**src/rtl/lcd_pkg.sv**
```systemverilog
// Shared definitions for the HD44780 bus sequencer: FSM state codes, LCD pin map,
// power-on init ROM and small helper functions.
package lcd_pkg;

  localparam logic [5:0] S_POR   = 6'd0;
  localparam logic [5:0] S_LOAD  = 6'd1;
  localparam logic [5:0] S_SETUP = 6'd2;
  localparam logic [5:0] S_EHI   = 6'd3;
  localparam logic [5:0] S_WAIT  = 6'd4;
  localparam logic [5:0] S_IDLE  = 6'd5;

  localparam int PIN_RS     = 14;
  localparam int PIN_RW     = 13;
  localparam int PIN_E      = 12;
  localparam int PIN_DB_LSB = 4;

  // 8-bit 2-line, 8-bit 2-line, 8-bit 2-line, display on, clear, entry increment
  localparam int INIT_LEN = 6;
  localparam logic [INIT_LEN-1:0][7:0] INIT_ROM =
    {8'h06, 8'h01, 8'h0C, 8'h38, 8'h38, 8'h38};

  function automatic logic [7:0] init_byte(input logic [2:0] idx);
    logic [7:0] b;
    if (idx < 3'(INIT_LEN)) begin
      b = INIT_ROM[idx];
    end else begin
      b = 8'h00;
    end
    return b;
  endfunction

  // Clear and return-home need the long busy wait; everything else is short.
  function automatic logic is_long_cmd(input logic rs, input logic [7:0] db);
    return !rs && ((db == 8'h01) || (db == 8'h02) || (db == 8'h03));
  endfunction

  function automatic int unsigned max_u(input int unsigned a, input int unsigned b);
    return (a > b) ? a : b;
  endfunction

endpackage

```
**src/rtl/lcd_bus_sequencer_if.sv**
```systemverilog
// Requester handshake plus the LCD pin and debug outputs of the bus sequencer.
interface lcd_bus_sequencer_if;
  logic        req_valid;
  logic        req_rs;
  logic [7:0]  req_data;
  logic        req_ready;
  logic        init_done;
  logic [14:4] pin;
  logic [5:0]  state;

  modport master (
    output req_valid, req_rs, req_data,
    input  req_ready, init_done, pin, state
  );

  modport slave (
    input  req_valid, req_rs, req_data,
    output req_ready, init_done, pin, state
  );
endinterface

```
**src/rtl/lcd_delay_timer.sv**
```systemverilog
// Single down-counter shared by every timed phase of the sequencer; it stops at zero
// until reloaded. RESET_VALUE lets the power-on wait start counting straight out of reset.
module lcd_delay_timer #(
  parameter int             W           = 20,
  parameter logic [W-1:0]   RESET_VALUE = {W{1'b0}}
) (
  input  logic         clk,
  input  logic         rst,
  input  logic         load,
  input  logic [W-1:0] value,
  output logic [W-1:0] count,
  output logic         zero
);

  logic [W-1:0] count_r;

  // Reload has priority; otherwise count down and hold at zero.
  always_ff @(posedge clk or posedge rst) begin
    if (rst) begin
      count_r <= RESET_VALUE;
    end else if (load) begin
      count_r <= value;
    end else if (count_r != {W{1'b0}}) begin
      count_r <= count_r - {{(W-1){1'b0}}, 1'b1};
    end else begin
      count_r <= count_r;
    end
  end

  assign count = count_r;
  assign zero  = (count_r == {W{1'b0}});

endmodule

```
**src/rtl/lcd_bus_sequencer.sv**
```systemverilog
// Sole master of the HD44780 LCD bus: runs the power-on init ROM, then writes
// requester bytes with timed RS/DB setup, E strobe and busy wait.
module lcd_bus_sequencer
  import lcd_pkg::*;
#(
  parameter int unsigned POR_WAIT_CYC  = 750000,
  parameter int unsigned SETUP_CYC     = 3,
  parameter int unsigned E_PULSE_CYC   = 12,
  parameter int unsigned CMD_WAIT_CYC  = 2000,
  parameter int unsigned LONG_WAIT_CYC = 82000
) (
  input  logic              SYS_clk,
  input  logic              SYS_reset,
  lcd_bus_sequencer_if.slave bus
);

  localparam int unsigned MAX_CYC = max_u(max_u(max_u(POR_WAIT_CYC, SETUP_CYC),
                                                max_u(E_PULSE_CYC, CMD_WAIT_CYC)),
                                          LONG_WAIT_CYC);
  localparam int TW = $clog2(MAX_CYC + 1);

  localparam logic [TW-1:0] POR_LD   = TW'(POR_WAIT_CYC);
  localparam logic [TW-1:0] SETUP_LD = TW'(SETUP_CYC);
  localparam logic [TW-1:0] EPW_LD   = TW'(E_PULSE_CYC);
  localparam logic [TW-1:0] CMD_LD   = TW'(CMD_WAIT_CYC);
  localparam logic [TW-1:0] LONG_LD  = TW'(LONG_WAIT_CYC);
  localparam logic [TW-1:0] ONE_CNT  = TW'(1);
  localparam logic [2:0]    INIT_LAST = 3'(INIT_LEN - 1);

  logic [5:0]    state_r, state_s;
  logic [2:0]    init_idx_r, init_idx_s;
  logic          init_done_r, init_done_s;
  logic          cap_rs_r, cap_rs_s;
  logic [7:0]    cap_data_r, cap_data_s;
  logic [14:4]   pin_r, pin_s;
  logic          timer_load_s;
  logic [TW-1:0] timer_value_s;
  logic [TW-1:0] timer_count_s;
  logic          timer_zero_s;

  lcd_delay_timer #(
    .W           (TW),
    .RESET_VALUE (POR_LD)
  ) u_timer (
    .clk   (SYS_clk),
    .rst   (SYS_reset),
    .load  (timer_load_s),
    .value (timer_value_s),
    .count (timer_count_s),
    .zero  (timer_zero_s)
  );

  // Next-state, pin and timer-load decode for the write sequencer.
  always_comb begin
    state_s       = state_r;
    init_idx_s    = init_idx_r;
    init_done_s   = init_done_r;
    cap_rs_s      = cap_rs_r;
    cap_data_s    = cap_data_r;
    pin_s         = pin_r;
    timer_load_s  = 1'b0;
    timer_value_s = {TW{1'b0}};

    case (state_r)
      S_POR: begin
        if (timer_zero_s) begin
          init_idx_s = 3'd0;
          state_s    = S_LOAD;
        end else begin
          state_s = S_POR;
        end
      end
      S_LOAD: begin
        if (!init_done_r) begin
          pin_s[PIN_RS]            = 1'b0;
          pin_s[PIN_DB_LSB +: 8]   = init_byte(init_idx_r);
        end else begin
          pin_s[PIN_RS]            = cap_rs_r;
          pin_s[PIN_DB_LSB +: 8]   = cap_data_r;
        end
        pin_s[PIN_RW]  = 1'b0;
        pin_s[PIN_E]   = 1'b0;
        timer_load_s   = 1'b1;
        timer_value_s  = SETUP_LD;
        state_s        = S_SETUP;
      end
      S_SETUP: begin
        if (timer_zero_s) begin
          pin_s[PIN_E]  = 1'b1;
          timer_load_s  = 1'b1;
          timer_value_s = EPW_LD;
          state_s       = S_EHI;
        end else begin
          state_s = S_SETUP;
        end
      end
      S_EHI: begin
        // E drops one cycle before leaving S_EHI so it is high for exactly E_PULSE_CYC.
        if (timer_zero_s) begin
          pin_s[PIN_E]  = 1'b0;
          timer_load_s  = 1'b1;
          timer_value_s = is_long_cmd(pin_r[PIN_RS], pin_r[PIN_DB_LSB +: 8]) ? LONG_LD : CMD_LD;
          state_s       = S_WAIT;
        end else if (timer_count_s == ONE_CNT) begin
          pin_s[PIN_E] = 1'b0;
        end else begin
          state_s = S_EHI;
        end
      end
      S_WAIT: begin
        if (!timer_zero_s) begin
          state_s = S_WAIT;
        end else if (init_done_r) begin
          state_s = S_IDLE;
        end else if (init_idx_r < INIT_LAST) begin
          init_idx_s = init_idx_r + 3'd1;
          state_s    = S_LOAD;
        end else begin
          init_done_s = 1'b1;
          state_s     = S_IDLE;
        end
      end
      S_IDLE: begin
        if (bus.req_valid) begin
          cap_rs_s   = bus.req_rs;
          cap_data_s = bus.req_data;
          state_s    = S_LOAD;
        end else begin
          state_s = S_IDLE;
        end
      end
      default: begin
        pin_s   = 11'h000;
        state_s = S_POR;
      end
    endcase
  end

  // State, init progress, capture and pin registers; reset drops E immediately.
  always_ff @(posedge SYS_clk or posedge SYS_reset) begin
    if (SYS_reset) begin
      state_r     <= S_POR;
      init_idx_r  <= 3'd0;
      init_done_r <= 1'b0;
      cap_rs_r    <= 1'b0;
      cap_data_r  <= 8'h00;
      pin_r       <= 11'h000;
    end else begin
      state_r     <= state_s;
      init_idx_r  <= init_idx_s;
      init_done_r <= init_done_s;
      cap_rs_r    <= cap_rs_s;
      cap_data_r  <= cap_data_s;
      pin_r       <= pin_s;
    end
  end

  assign bus.req_ready = (state_r == S_IDLE);
  assign bus.init_done = init_done_r;
  assign bus.pin       = pin_r;
  assign bus.state     = state_r;

endmodule

```
**src/flat_wrapper.sv**
```systemverilog
// flat-port wrapper written by rule: the top's interface ports become plain ports
module lcd_bus_sequencer_flat import lcd_pkg::*;
#(
  parameter int unsigned POR_WAIT_CYC  = 750000,
  parameter int unsigned SETUP_CYC     = 3,
  parameter int unsigned E_PULSE_CYC   = 12,
  parameter int unsigned CMD_WAIT_CYC  = 2000,
  parameter int unsigned LONG_WAIT_CYC = 82000
)
  (SYS_clk, SYS_reset, bus_req_valid, bus_req_rs, bus_req_data, bus_req_ready, bus_init_done, bus_pin, bus_state);
  lcd_bus_sequencer_if bus_i ();
  input  logic SYS_clk;
  input  logic SYS_reset;
  input wire logic [$bits(bus_i.req_valid)-1:0] bus_req_valid;
  input wire logic [$bits(bus_i.req_rs)-1:0] bus_req_rs;
  input wire logic [$bits(bus_i.req_data)-1:0] bus_req_data;
  output wire logic [$bits(bus_i.req_ready)-1:0] bus_req_ready;
  output wire logic [$bits(bus_i.init_done)-1:0] bus_init_done;
  output wire logic [$bits(bus_i.pin)-1:0] bus_pin;
  output wire logic [$bits(bus_i.state)-1:0] bus_state;
  assign bus_i.req_valid = bus_req_valid;
  assign bus_i.req_rs = bus_req_rs;
  assign bus_i.req_data = bus_req_data;
  assign bus_req_ready = bus_i.req_ready;
  assign bus_init_done = bus_i.init_done;
  assign bus_pin = bus_i.pin;
  assign bus_state = bus_i.state;
  lcd_bus_sequencer #(.POR_WAIT_CYC(POR_WAIT_CYC), .SETUP_CYC(SETUP_CYC), .E_PULSE_CYC(E_PULSE_CYC), .CMD_WAIT_CYC(CMD_WAIT_CYC), .LONG_WAIT_CYC(LONG_WAIT_CYC)) u_core (.SYS_clk(SYS_clk), .SYS_reset(SYS_reset), .bus(bus_i));
endmodule
```
**config.mk**
```make
export PLATFORM = sky130hd
export DESIGN_NAME = lcd_bus_sequencer_flat
export DESIGN_NICKNAME = d
export VERILOG_FILES = /design/src/rtl/lcd_pkg.sv /design/src/rtl/lcd_bus_sequencer_if.sv /design/src/rtl/lcd_delay_timer.sv /design/src/rtl/lcd_bus_sequencer.sv /design/src/flat_wrapper.sv
export SDC_FILE = /design/constraint.sdc
export NUM_CORES = 1
export LEC_CHECK = 0
export BUFFER_PORTS_ARGS = -buffer_cell sky130_fd_sc_hd__buf_2
export CAP_MARGIN = 20
export CORE_ASPECT_RATIO = 0.7
export CORE_MARGIN = 4
export CORE_UTILIZATION = 55
export CTS_CLUSTER_DIAMETER = 120
export DETAILED_ROUTE_END_ITERATION = 8
export PLACE_DENSITY_LB_ADDON = 0.12
export SETUP_SLACK_MARGIN = 0.4
export SLEW_MARGIN = 30
export SYNTH_ARGS = -nofsm -noshare
export SYNTH_HDL_FRONTEND = slang
export SYNTH_HIERARCHICAL = 1
export SYNTH_SLANG_ARGS = --single-unit
```
**constraint.sdc**
```tcl
create_clock -name SYS_clk -period 8.5 [get_ports SYS_clk]
set_clock_uncertainty 0.2 [all_clocks]
set_input_delay 1.7 -clock SYS_clk [delete_from_list [all_inputs] [get_ports SYS_clk]]
set_output_delay 1.7 -clock SYS_clk [all_outputs]
set_load 0.1 [all_outputs]
```
==> Yosys cells after proc, flatten, opt, wreduce, memory -nomap -nowiden <==
Memories as Yosys holds them, arrays and structs flattened.
Index checks and enable logic that the tools add are counted.
{ "word_totals": {"reg_bits": 50, "latch_bits": 0, "mem_bits_rw": 0, "rom_bits": 64, "word_cells": 81, "n_memories": 1} }
{ "memory_table": {"columns": ["name", "depth", "word_bits", "read_ports", "rd_ports_with_merged_regs", "write_ports", "line_no", "source"], "rows": [
  ["(name not given)", 8, 8, 1, 0, 0, "lcd_pkg.sv:25", "b = INIT_ROM[idx];"]
]} }
{ "op_classes": {"addsub": 2, "multipliers": 0, "div_mod_pow": 0, "n_lt_le_gt_ge": 3, "n_eq_ne": 16, "shifts": 0, "n_mux": 34, "n_bitwise": 1, "reduce_logical": 16} }
{ "ops": {"columns": ["operator", "count"], "rows": [
  ["$mux 20", 3],
  ["$pmux 20 s3", 1],
  ["$pmux 6 s6", 1],
  ["$mux 6", 4],
  ["$mux 8", 3],
  ["$eq 20x1->1 const B", 1],
  ["$logic_not 20->1", 1],
  ["$reduce_bool 20->1", 1],
  ["$sub 20x1->20 const B", 1],
  ["$mux 3", 6],
  ["$mux 17", 1],
  ["$eq 8x2->1 const B", 2],
  ["$pmux 8 s2", 1],
  ["$eq 6x2->1 const B", 2],
  ["$eq 6x3->1 const B", 2],
  ["$mux 1", 9],
  ["$eq 8x1->1 const B", 1],
  ["$ne 2x1->1 const B", 4],
  ["$eq 6x1->1 const B", 1],
  ["$logic_not 6->1", 1],
  ["$lt 3x3->1 const B", 2],
  ["$pmux 3 s2", 1],
  ["$reduce_and 5->1", 1],
  ["$reduce_or 5->1", 1],
  ["18 further kinds", 21]
]} }

==> Logic depth before layout (Yosys ltp) <==
Gate-level depths: netlist (run 1).
{ "depth": {"depth_word": 8, "depth_mapped": 13, "depth_no_buf": 10} }

==> Cells and area by module <==
The synthesis (run 1) kept the hierarchy.
{ "by_module_without_submodules": {"columns": ["module", "instances", "cells_per_inst", "area_per_inst_um2", "seq_area_each_um2"], "rows": [
  ["lcd_delay_timer", 1, 143, 1350.0, 513.0],
  ["lcd_bus_sequencer", 1, 130, 1347.5, 650.6]
]} }

==> Worst setup path after synthesis (run 1) <==
OpenSTA, ideal clock, no wires.
{ "synth_path": {"path_kind": "register to output", "from": "reg u_core.state_r[0] (netlist: u_core/bus.state[0])", "to": "out bus_req_ready", "arrival_ns": 2.047, "required_time_ns": 6.600, "path_slack_ns": 4.553, "stages_incl_launch_ff": 3, "path_buffers": 0, "path_cell_list": "dfrtp_1 -> nand2b_1 -> nor2_2"} }
{ "synth_between": {"elab_chain_cells": 1} }
{ "synth_lines": {"columns": ["item", "line_no", "source"], "rows": [
  ["from (decl)", "lcd_bus_sequencer.sv:30", "logic [5:0] state_r, state_s;"],
  ["from (signal assigned)", "lcd_bus_sequencer.sv:149", "state_r <= state_s;"],
  ["$eq 6x3->1", "lcd_bus_sequencer.sv:158", "assign bus.req_ready = (state_r == S_IDLE);"],
  ["to (decl)", "flat_wrapper.sv:17", "output wire logic [$bits(bus_i.req_ready)-1:0] bus_req_ready;"]
]} }
No other way between the ends.

==> Worst setup path after layout (run 1) <==
{ "layout_path": {"from": "reg u_core.u_timer.count_r[4] (netlist: u_core/u_timer/count[4])", "to": "reg u_core.u_timer.count_r[15] (netlist: u_core/u_timer/count[15])"} }
{ "layout_between": {"elab_chain_cells": 4} }
{ "layout_lines": {"columns": ["item", "line_no", "source"], "rows": [
  ["from (decl)", "lcd_delay_timer.sv:15", "logic [W-1:0] count_r;"],
  ["from (signal assigned)", "lcd_delay_timer.sv:22", "count_r <= value;"],
  ["from (signal assigned)", "lcd_delay_timer.sv:24", "count_r <= count_r - {{(W-1){1'b0}}, 1'b1};"],
  ["from (signal assigned)", "lcd_delay_timer.sv:26", "count_r <= count_r;"],
  ["$logic_not 20->1 (*)", "lcd_delay_timer.sv:31", "assign zero = (count_r == {W{1'b0}});"],
  ["via u_core.timer_zero_s", "lcd_bus_sequencer.sv:39", "logic timer_zero_s;"],
  ["$mux 1 (*)", "lcd_bus_sequencer.sv:88, lcd_bus_sequencer.sv:99", null],
  ["$pmux 1 s2 (*)", "lcd_bus_sequencer.sv:64", "case (state_r)"],
  ["via u_core.timer_load_s", "lcd_bus_sequencer.sv:36", "logic timer_load_s;"],
  ["$mux 20 or $reduce_bool 2->1 (tied branches)", null, null]
]} }
The timed path passes the listed nets; every way through them passes the cells marked *. The select of a mux whose other input is x is not followed.
A chain may end at the register's enable or synchronous reset.

==> reports/metrics.yaml, run 1 <==
clock_network:
  cts_buffers: 5
  post_cts_buffers: 0
  path_clk_slew_ns: 0.08
  ctsResizeCount: 0
  cts_sinks: 46
  clk_latency_ns: 0.28
  clockRootBuffer: "clkbuf_8"
  hold_buffers: 0
  cts.htree.levels: 2
  clockBufferDepth: 2
  cts_tree: "done"
synthesis:
  synth.avg_cell_area_sq_um: 9.881
  yosysTopAreaCellShare_pct: 33.40
  synth-seq-cells: 46
  synth_edf_count: 0
  synth_cell_type_count: 60
  synth_top_area_cell: "dfrtp_1"
  synth_seq_area_share_pct: 43.14
  async_flop_share_pct: 100.0
  yosys_warnings: 6
  synth_common_cells: "dfrtp_1, nand2_1, nor2_1, o31ai_1, inv_1"
  synth_most_common_cell: "dfrtp_1"
  synthCells: 273
  synthTopCellsByArea: "dfrtp_1, dfstp_2, o31ai_1, mux2_1, nand2_1"
  synth_area_sq_um: 2698
  ys.flop_type: "dfrtp_1"
final_layout:
  finalNonFillerCells: 371
  drive_above_1_share_pct: 21.19
  antennaDiodeCount: 0
  utilization_pct: 61.93
  stdcell_area_sq_um: 2945
  area_delta_synth_final_pct: 9.184
  fin_nets: 317
floorplan:
  fp-row-count: 21
  die_y_um: 66.60
  ios: 31
  core_sq_um: 4756
  start_util_pct: 56.72
  dieWidth_um: 91.71
  die_area_sq_um: 6107
place:
  numPortBuffers: 26
  dpl_cell_area_sq_um: 2865
  routabilityCongestion: 0.8355
  hpwl_um: 4248
  place_inst: 363
timing:
  maxSlewViolCount: 0
  hold_viol: 0
  grt_setup_unrepaired: "no"
  setup_violations: 0
  tns_ns: 0
  slew_headroom_pct: 41.10
  fin_crit_ns: 3.709
  fmax_mhz: 269.6
  tightest_slew_ns: 0.8825
  fin_crit_sh_pct: 43.63
route:
  drtPass1Iterations: 5
  drc: 0
  drt-wirelength-per-cell_um: 15.38
  wirelength_um: 5705
  drt-initial-drc-count: 199
  ant_nets: 0
  avgViaCountPerCell: 5.679
  vias: 2107
critical_path:
  critPathMaxFanout: 38
  slowest_stage: "nor2_2"
  cpPeakStageDelay_ns: 0.75
  startpoint: "u_core/u_timer/count[4]"
  worst-setup-path-type: "flip-flop to flip-flop"
  arrival_ns: 3.73
  critPathLaunchType: "flip-flop"
  critPathCaptureType: "flip-flop"
  worstPathCellList: "nor4_4 > nand4_2 > nor2_2 > nand2_1 > a21oi_2 > buf_4 > inv_1 > nand3_1 > o22ai_1 > and3b_1"
  cp_data_required_time_ns: 8.52
  timing.rr.start: "u_core/u_timer/count[4]"
power:
  power_density_nw_per_um2: 121.7
  power_leakage_uw: 0.001253
  vdd_ir_drop_max_mv: 0.07114
global_route:
  grt_pass1_wl_um: 9970
  grt_max_degree: 39
  grt_pass1_vias: 1929
  overflow: 0
  groute.usage.overall_pct: 20.70
  grt_antenna_before_repair: 0
run:
  maxCapViolCount: 0
hold_path:
  min_from: "u_core/cap_data_r[4]"
  hold_path_class: "flip-flop to flip-flop"
status:
  status: "finished, final reports clean"
==> worst max-delay path, delay by kind of cell (launching register included) <==
kind                   cells  cell delay (ns)
and+or+nand+nor            6             2.23
buffers and inverters      2             0.54
DFF                        1             0.42
AOI/OAI and AO/OA          2             0.24
==> cells in the final DEF (no fill, tap or decap), types with 3 or more instances in the layout <==
| cell | netlist | layout |
|---|---|---|
| o31ai_1 | 14 | 14 |
| clkbuf_8 | 0 | 5 |
| nor4_4 | 3 | 3 |
| xnor2_1 | 5 | 5 |
| dfstp_2 | 10 | 10 |
| nand3_1 | 6 | 6 |
| nor2_1 | 17 | 17 |
| nand2_1 | 27 | 27 |
| dfrtp_1 | 36 | 36 |
| buf_2 | 2 | 26 |
| nand2b_1 | 3 | 3 |
| a21oi_1 | 5 | 4 |
| o21ai_1 | 7 | 7 |
| o21ai_0 | 8 | 8 |
| nand4_1 | 4 | 4 |
| nor3_1 | 8 | 8 |
| mux2_1 | 9 | 9 |
| conb_1 | 1 | 12 |
| nor4_1 | 6 | 6 |
| ha_1 | 4 | 4 |
| o211ai_1 | 4 | 4 |
| a22o_1 | 8 | 8 |
| clkbuf_1 | 6 | 3 |
| nor4b_1 | 3 | 3 |
| xor2_1 | 7 | 7 |
| and3_1 | 5 | 5 |
| o22ai_1 | 4 | 4 |
| inv_1 | 13 | 12 |
==> flip-flops by register name (all words and copies together) (netlist names) <==
signal,cells
u_core/bus.init_done,1
u_core/bus.pin,10
u_core/bus.state,3
u_core/cap_data_r,8
u_core/cap_rs_r,1
u_core/init_idx_r,3
u_core/u_timer/count,20
==> report_power, final <==
part | total [uW] | switching, uW | internal, uW
Sequential | 220 | 0.306 | 219
Clock | 123 | 64.6 | 58.5
Combinational | 15.7 | 13.5 | 2.22
==> layer usage <==
metal  track usage (%)  up-vias  share of wire (%)  wire length (um)
met4             3.704        0               0.70                40
li1                  -     1045                  -                 -
met3             4.853        4                5.8               333
met1             33.79      984                 53              3041
met2             27.21       74                 40              2289
met5                 0        -                  0                 0
==> metrics by stage <==
stage	total power, uW	setup slack (ns)	hold WS, ns
2_1_floorplan	237.0	4.553	0.2585
3_3_place_gp	239.6	4.969	0.2705
3_5_place_dp	239.8	4.847	0.2840
4_1_cts	363.6	4.817	0.3049
5_1_grt	375.8	4.447	0.3170
6_report	358.4	4.791	0.3005
==> final cells by class <==
cell class,instances,area (sq um)
multi-input combinational,207,1425
tap,69,86.33
fill,409,1810
timing repair buffer,27,137.6
clock buffer,8,80.08
inverter,14,52.55
sequential,46,1164
==> kinds of logic (layout without fill, tap and decap cells) <==
kind of cell / Yosys count / count (layout) / synth area share, %
compound gates: 64 / 64 / 16.74
xor+xnor: 12 / 12 / 3.896
fa+ha+maj: 4 / 4 / 1.855
buf+inv: 31 / 49 / 5.705
flops: 46 / 46 / 43.14
mux: 12 / 12 / 4.963
other cells: 1 / 12 / 0.1390
simple gates: 103 / 103 / 23.56
==> worst paths after layout <==
check                                            to  slack, ns  cells past startpoint
max                        u_core/u_timer/count[15]       4.79                     10
min                            u_core/cap_data_r[4]       0.30                      1
max reg2reg                u_core/u_timer/count[15]       4.79                     10
min reg2reg                    u_core/cap_data_r[4]       0.30                      1
max in group asynchronous   u_core/u_timer/count[3]       6.23                      2
min in group asynchronous         u_core/bus.pin[9]       1.26                      2
Note: power is estimated with default switching activity, not from simulation.
==> run 2, diff against run 1 <==
CORE_UTILIZATION = 53   (was 55)
clock period = 3.05 ns   (was 8.5 ns; I/O delays follow)
==> run 2 against run 1 <==
Net effect:
- critical path depth decreased by 7
- worst hold slack got worse by 0.15 ns
- count of clock-buffer cells in the layout decreased by 3
- core utilization increased by 1.2 points
- final cell count increased by 3.2%
- non-clock buffer count increased by 12
- total power increased to 2.9 times the previous value
- global-route usage increased by 0.32 points
- sequential power increased to 2.8 times the previous value
- largest cell class unchanged
==> reports/metrics.yaml, run 2 (synthesis results as in run 1) <==
global_route:
  grt_pass1_vias: 2009
  grt.met3_usage_pct: 3.675
  globalRoute.busiestLayer: "met1"
  grt_antenna_before_repair: 0
  grt_pass1_wl_um: 10180
  grt_use_met1_pct: 32.77
  grt.met2_usage_pct: 29.21
  grt_max_degree: 27
  groute.usage.overall_pct: 21.02
  overflow: 0
route:
  drt-wirelength-per-cell_um: 15.80
  wirelength_um: 6051
  ant_nets: 0
  avgViaCountPerCell: 5.762
  vias: 2207
  drt-initial-drc-count: 126
  drc: 0
  drtPass1Iterations: 4
timing:
  hold_viol: 0
  fmax_mhz: 394.9
  fin_crit_ns: 2.532
  setup_violations: 0
  fin_crit_sh_pct: 83.03
  tightest_slew_ns: 0.8188
  grt_setup_unrepaired: "no"
  maxSlewViolCount: 0
  slew_headroom_pct: 45.35
  setup_ws_ns: 0.5177
  tns_ns: 0
power:
  switching_share_pct: 24.25
  power_density_nw_per_um2: 335.5
  pwr-share-clk_pct: 36.1
  power_leakage_uw: 0.001324
  vdd_ir_drop_max_mv: 0.2766
  comb_power_share_pct: 4.4
  p_int_uw: 779.3
  seqPwrFrac_pct: 59.5
  p_sw_uw: 249.5
place:
  dp_worst_setup_slack_ns: 0.3718
  numPortBuffers: 26
  hpwl_um: 4471
  routabilityCongestion: 0.8528
final_layout:
  drive_above_1_share_pct: 25.48
  area_delta_synth_final_pct: 13.68
  fin_nets: 329
  final_cell_mix: "dfrtp_1, nand2_1, buf_2, nor2_1, o31ai_1"
  antennaDiodeCount: 0
  largest_register_ffs: 20
  utilization_pct: 63.09
  final_common_cell: "dfrtp_1"
floorplan:
  die_y_um: 67.69
  start_util_pct: 55.50
  die_area_sq_um: 6313
  ios: 31
  dieWidth_um: 93.27
  core_sq_um: 4861
  fp-row-count: 21
clock_network:
  cts_sinks: 46
  cts_tree: "done"
  clockBufferDepth: 2
  clk_latency_ns: 0.30
  clockRootBuffer: "clkbuf_8"
  cts.htree.levels: 2
  cts_buffers: 5
  path_clk_slew_ns: 0.09
critical_path:
  cp_data_required_time_ns: 2.24
  worst-setup-path-type: "flip-flop to primary output"
  critPathMaxFanout: 13
  critPathLaunchType: "flip-flop"
  critPathCaptureType: "primary output"
  arrival_ns: 1.72
status:
  status: "finished, final reports clean"
run:
  maxCapViolCount: 0
hold_path:
  hold_path_class: "input pin to asynchronous set/reset pin"
-- run 2: cell count changes in the layout (fill, tap and decap cells not counted), sizes merged --
| cell | before | now |
|---|---|---|
| buf | 27 | 39 |
| clkbuf | 8 | 5 |
| clkinv | 0 | 2 |
| clkinvlp | 0 | 1 |
-- run 2: power by group through the flow --
stage | combinational (uW) | sequential, uW | clock, uW
global placement | 45.3 | 624 | 0
CTS | 45.5 | 612 | 388
detailed placement | 45.4 | 624 | 0
finish | 45.0 | 612 | 372
floorplan | 37.3 | 623 | 0
global route | 49.9 | 612 | 421
-- run 2: critical path: stages (launching register included) --
cell and delay (ns):
dfrtp_1 0.54, nand2b_1 0.31, nor2_4 0.14, buf_2 0.44
-- run 2: timing repair --
action | 4_1_cts | 5_1_grt
pin swaps | 0 | 2
hold buffers | 0 | 0
endpoints found under the setup margin | 2 | 3
resized for setup | 1 | 0
setup buffers | 0 | 5
-- run 2: layer usage --
layer / share of wire (%) / up-vias
met2: 40 / 63
met4: 1.4 / 0
li1: - / 1065
met1: 52 / 1069
met5: 0 / -
met3: 6.4 / 10
-- run 2: layout make-up --
type / count / area (sq um)
multi-input combinational: 207 / 1444
sequential: 46 / 1166
tap: 69 / 86.33
inverter: 14 / 52.55
fill: 410 / 1794
timing repair buffer: 39 / 227.7
clock buffer: 5 / 68.82
clock inverter: 3 / 21.27
-- run 2: final timing paths --
path | startpoint | end | slack (ns) | cells after the start
max | u_core/bus.state[1] | bus_req_ready | 0.52 | 3
min | SYS_reset | u_core/bus.pin[10] | 0.15 | 3
max reg2reg | u_core/u_timer/count[0] | u_core/u_timer/count[15] | 0.57 | 9
min reg2reg | u_core/cap_data_r[2] | u_core/cap_data_r[2] | 0.30 | 1
max in group asynchronous | SYS_reset | u_core/u_timer/count[6] | 1.87 | 2
min in group SYS_clk | u_core/cap_data_r[2] | u_core/cap_data_r[2] | 0.30 | 1
-- run 2: per-stage QoR --
stage | total power [uW] | instances | area [sq um] | hold slack, ns
3_5_place_dp | 669.0 | 370 | 2930 | 0.2798
3_3_place_gp | 668.9 | 370 | 2930 | 0.2671
2_1_floorplan | 660.5 | 284 | 2770 | 0.2585
6_report | 1029 | 383 | 3067 | 0.1539
4_1_cts | 1046 | 378 | 3029 | 0.1562
5_1_grt | 1083 | 383 | 3067 | 0.1789
==> run 3, diff against run 2 <==
ABC_AREA = 1   (was unset)
clock period = 2.2 ns   (was 3.05 ns; I/O delays follow)
==> run 3 against run 2 <==
Net effect:
- non-clock buffer count rose by 28
- via count rose by 22%
- worst setup slack got worse by 0.48 ns
- final cell count rose by 31%
- cell area rose by 21%
- combinational power rose by 40%
- total power rose by 64%
- synthesized cell count rose by 30%
- global-route usage rose by 3.2 points
- synthesized area rose by 4.3%
- sequential share of layout area fell by 6.2 points
- register-to-register slack got worse by 0.53 ns
- highest routed layer unchanged
==> reports/metrics.yaml, run 3 <==
global_route:
  grt_max_degree: 27
  groute.usage.overall_pct: 24.21
  grt_pass1_vias: 2361
  overflow: 0
  grt_pass1_wl_um: 11940
  grt_antenna_before_repair: 0
critical_path:
  worst-setup-path-type: "flip-flop to flip-flop"
  critPathCaptureType: "flip-flop"
  cp_data_required_time_ns: 2.18
  arrival_ns: 2.14
  critPathLaunchType: "flip-flop"
  critPathMaxFanout: 10
place:
  routabilityCongestion: 0.9088
  hpwl_um: 5417
  numPortBuffers: 26
  place_inst: 478
timing:
  hold_viol: 0
  fmax_mhz: 463.1
  fin_crit_sh_pct: 98.14
  grt_setup_unrepaired: "yes"
  fin_crit_ns: 2.159
  setup_violations: 0
  maxSlewViolCount: 0
  hold_ws_ns: 0.1745
power:
  vdd_ir_drop_max_mv: 0.3757
  power_leakage_uw: 0.001789
  power_density_nw_per_um2: 456.9
route:
  drtPass1Iterations: 4
  drt-initial-drc-count: 211
  vias: 2684
  avgViaCountPerCell: 5.368
  wirelength_um: 7654
  drt-wirelength-per-cell_um: 15.31
  ant_nets: 0
  drc: 0
clock_network:
  cts_sinks: 46
  path_clk_slew_ns: 0.08
  cts_tree: "done"
  cts_buffers: 5
  clk_latency_ns: 0.30
  clockBufferDepth: 2
  clockRootBuffer: "clkbuf_8"
  cts.htree.levels: 2
floorplan:
  dieWidth_um: 95.07
  fp-row-count: 21
  die_y_um: 68.95
  core_sq_um: 4940
  start_util_pct: 56.94
  ios: 31
  die_area_sq_um: 6555
synthesis:
  synth_most_common_cell: "nand2_1"
  yosys_warnings: 6
  synth.avg_cell_area_sq_um: 7.901
  synth_cell_type_count: 37
  synth_seq_area_share_pct: 41.37
  synth_common_cells: "nand2_1, nor2_1, dfrtp_1, inv_1, nand3_1"
  async_flop_share_pct: 100.0
  yosysTopAreaCellShare_pct: 32.03
  synthCells: 356
  synth_area_sq_um: 2813
  synth-seq-cells: 46
  synth_top_area_cell: "dfrtp_1"
  synth_edf_count: 0
  ys.flop_type: "dfrtp_1"
  synthTopCellsByArea: "dfrtp_1, nand2_1, dfstp_2, nor2_1, nand3_1"
final_layout:
  final_common_cell: "nand2_1"
  drive_above_1_share_pct: 36.66
  nFillCells: 358
  fin_nets: 446
  antennaDiodeCount: 0
  final_cell_mix: "nand2_1, nor2_1, buf_4, dfrtp_1, inv_1"
  finalNonFillerCells: 500
  multi_input_area_sq_um: 1630
  largest_register_ffs: 20
  ff_latch_area_sq_um: 1177
  area_delta_synth_final_pct: 31.41
run:
  maxCapViolCount: 0
status:
  status: "finished, final reports clean"
hold_path:
  hold_path_class: "input pin to flip-flop"
-- run 3: changes by cell type after synthesis, moves of 9 or more --
| cell | delta |
|---|---|
| nand2_1 | +62 |
| nand3_1 | +23 |
| nor2_1 | +23 |
| inv_1 | +18 |
| o31ai_1 | -14 |
| mux2_1 | -9 |
-- run 3: worst paths after layout --
kind / from / endpoint / slack [ns] / depth (start not counted)
hold reg to reg: u_core/bus.pin[12] / u_core/bus.pin[12] / 0.29 / 2
setup reg to reg: u_core/u_timer/count[10] / u_core/u_timer/count[10] / 0.04 / 12
setup / recovery: u_core/u_timer/count[10] / u_core/u_timer/count[10] / 0.04 / 12
hold / removal: bus_req_data[7] / u_core/cap_data_r[7] / 0.17 / 2
max in group asynchronous: SYS_reset / u_core/bus.state[0] / 0.97 / 4
min in group asynchronous: SYS_reset / u_core/u_timer/count[0] / 0.52 / 4
-- run 3: layer usage --
layer / global-route usage, % / share of wire, % / wire (um)
met3: 5.315 / 8.1 / 622
met4: 6.295 / 1.1 / 83
met2: 34.96 / 42 / 3190
met5: 0 / 0 / 0
met1: 36.42 / 49 / 3758
-- run 3: cell families (layout without fill, tap and decap cells) --
logic type                 count (synthesis)  count (layout)  synth area share (%)
adders and majority gates                  4               4                 1.779
DFF                                       46              46                 41.37
other                                      1              12                0.1333
buffers and inverters                     47             111                 7.562
and+or+nand+nor                          204             204                 35.45
AOI/OAI and AO/OA                         38              38                 7.651
xor gates and xnor gates                  10              10                 3.114
muxes                                      6               6                 2.936
-- run 3: critical path, stage by stage (launching register included) --
cell     delay [ns]
dfrtp_1        0.42
nor2_4         0.16
nand2_4        0.08
nor2_8         0.10
nand3_4        0.07
nor4_4         0.18
inv_2          0.10
a22oi_2        0.30
inv_2          0.10
nand2_4        0.13
inv_8          0.07
nand2_1        0.06
nand2_1        0.07
-- run 3: power by group --
group	internal (uW)	leakage [uW]	switching, uW
logic	10.8	0.00118	52.3
clock network	485	0.0000714	295
registers	846	0.000535	0
-- run 3: cell type report --
cell class	instances	share of cell area (%)
Timing Repair Buffer	67	13.64
Inverter	36	4.198
Clock buffer	6	2.234
Multi-Input combinational cell	274	44.11
Clock inverter	2	1.625
Sequential cell	46	31.86
Tap cell	69	2.336
-- run 3: metrics by stage --
stage	setup WS, ns	total power, uW	TNS (ns)	area, sq um	utilization, %
after floorplan	-0.0006610	911.1	-0.0006610	2923	-
after global placement	0.08331	923.8	0	3256	65.91
after detailed placement	0.005121	923.7	0	3256	65.91
after CTS	0.08341	1700	0	3570	72.26
after global routing	-0.08803	1747	-0.7242	3696	74.82
final	0.04082	1689	0	3696	74.82
-- run 3: repair_timing --
item	CTS	global route
setup buffers	10	3
endpoints found under the setup margin	31	35
resized for setup	23	28
hold buffers	1	0
pin swaps	12	9
hold endpoints to repair	35	0
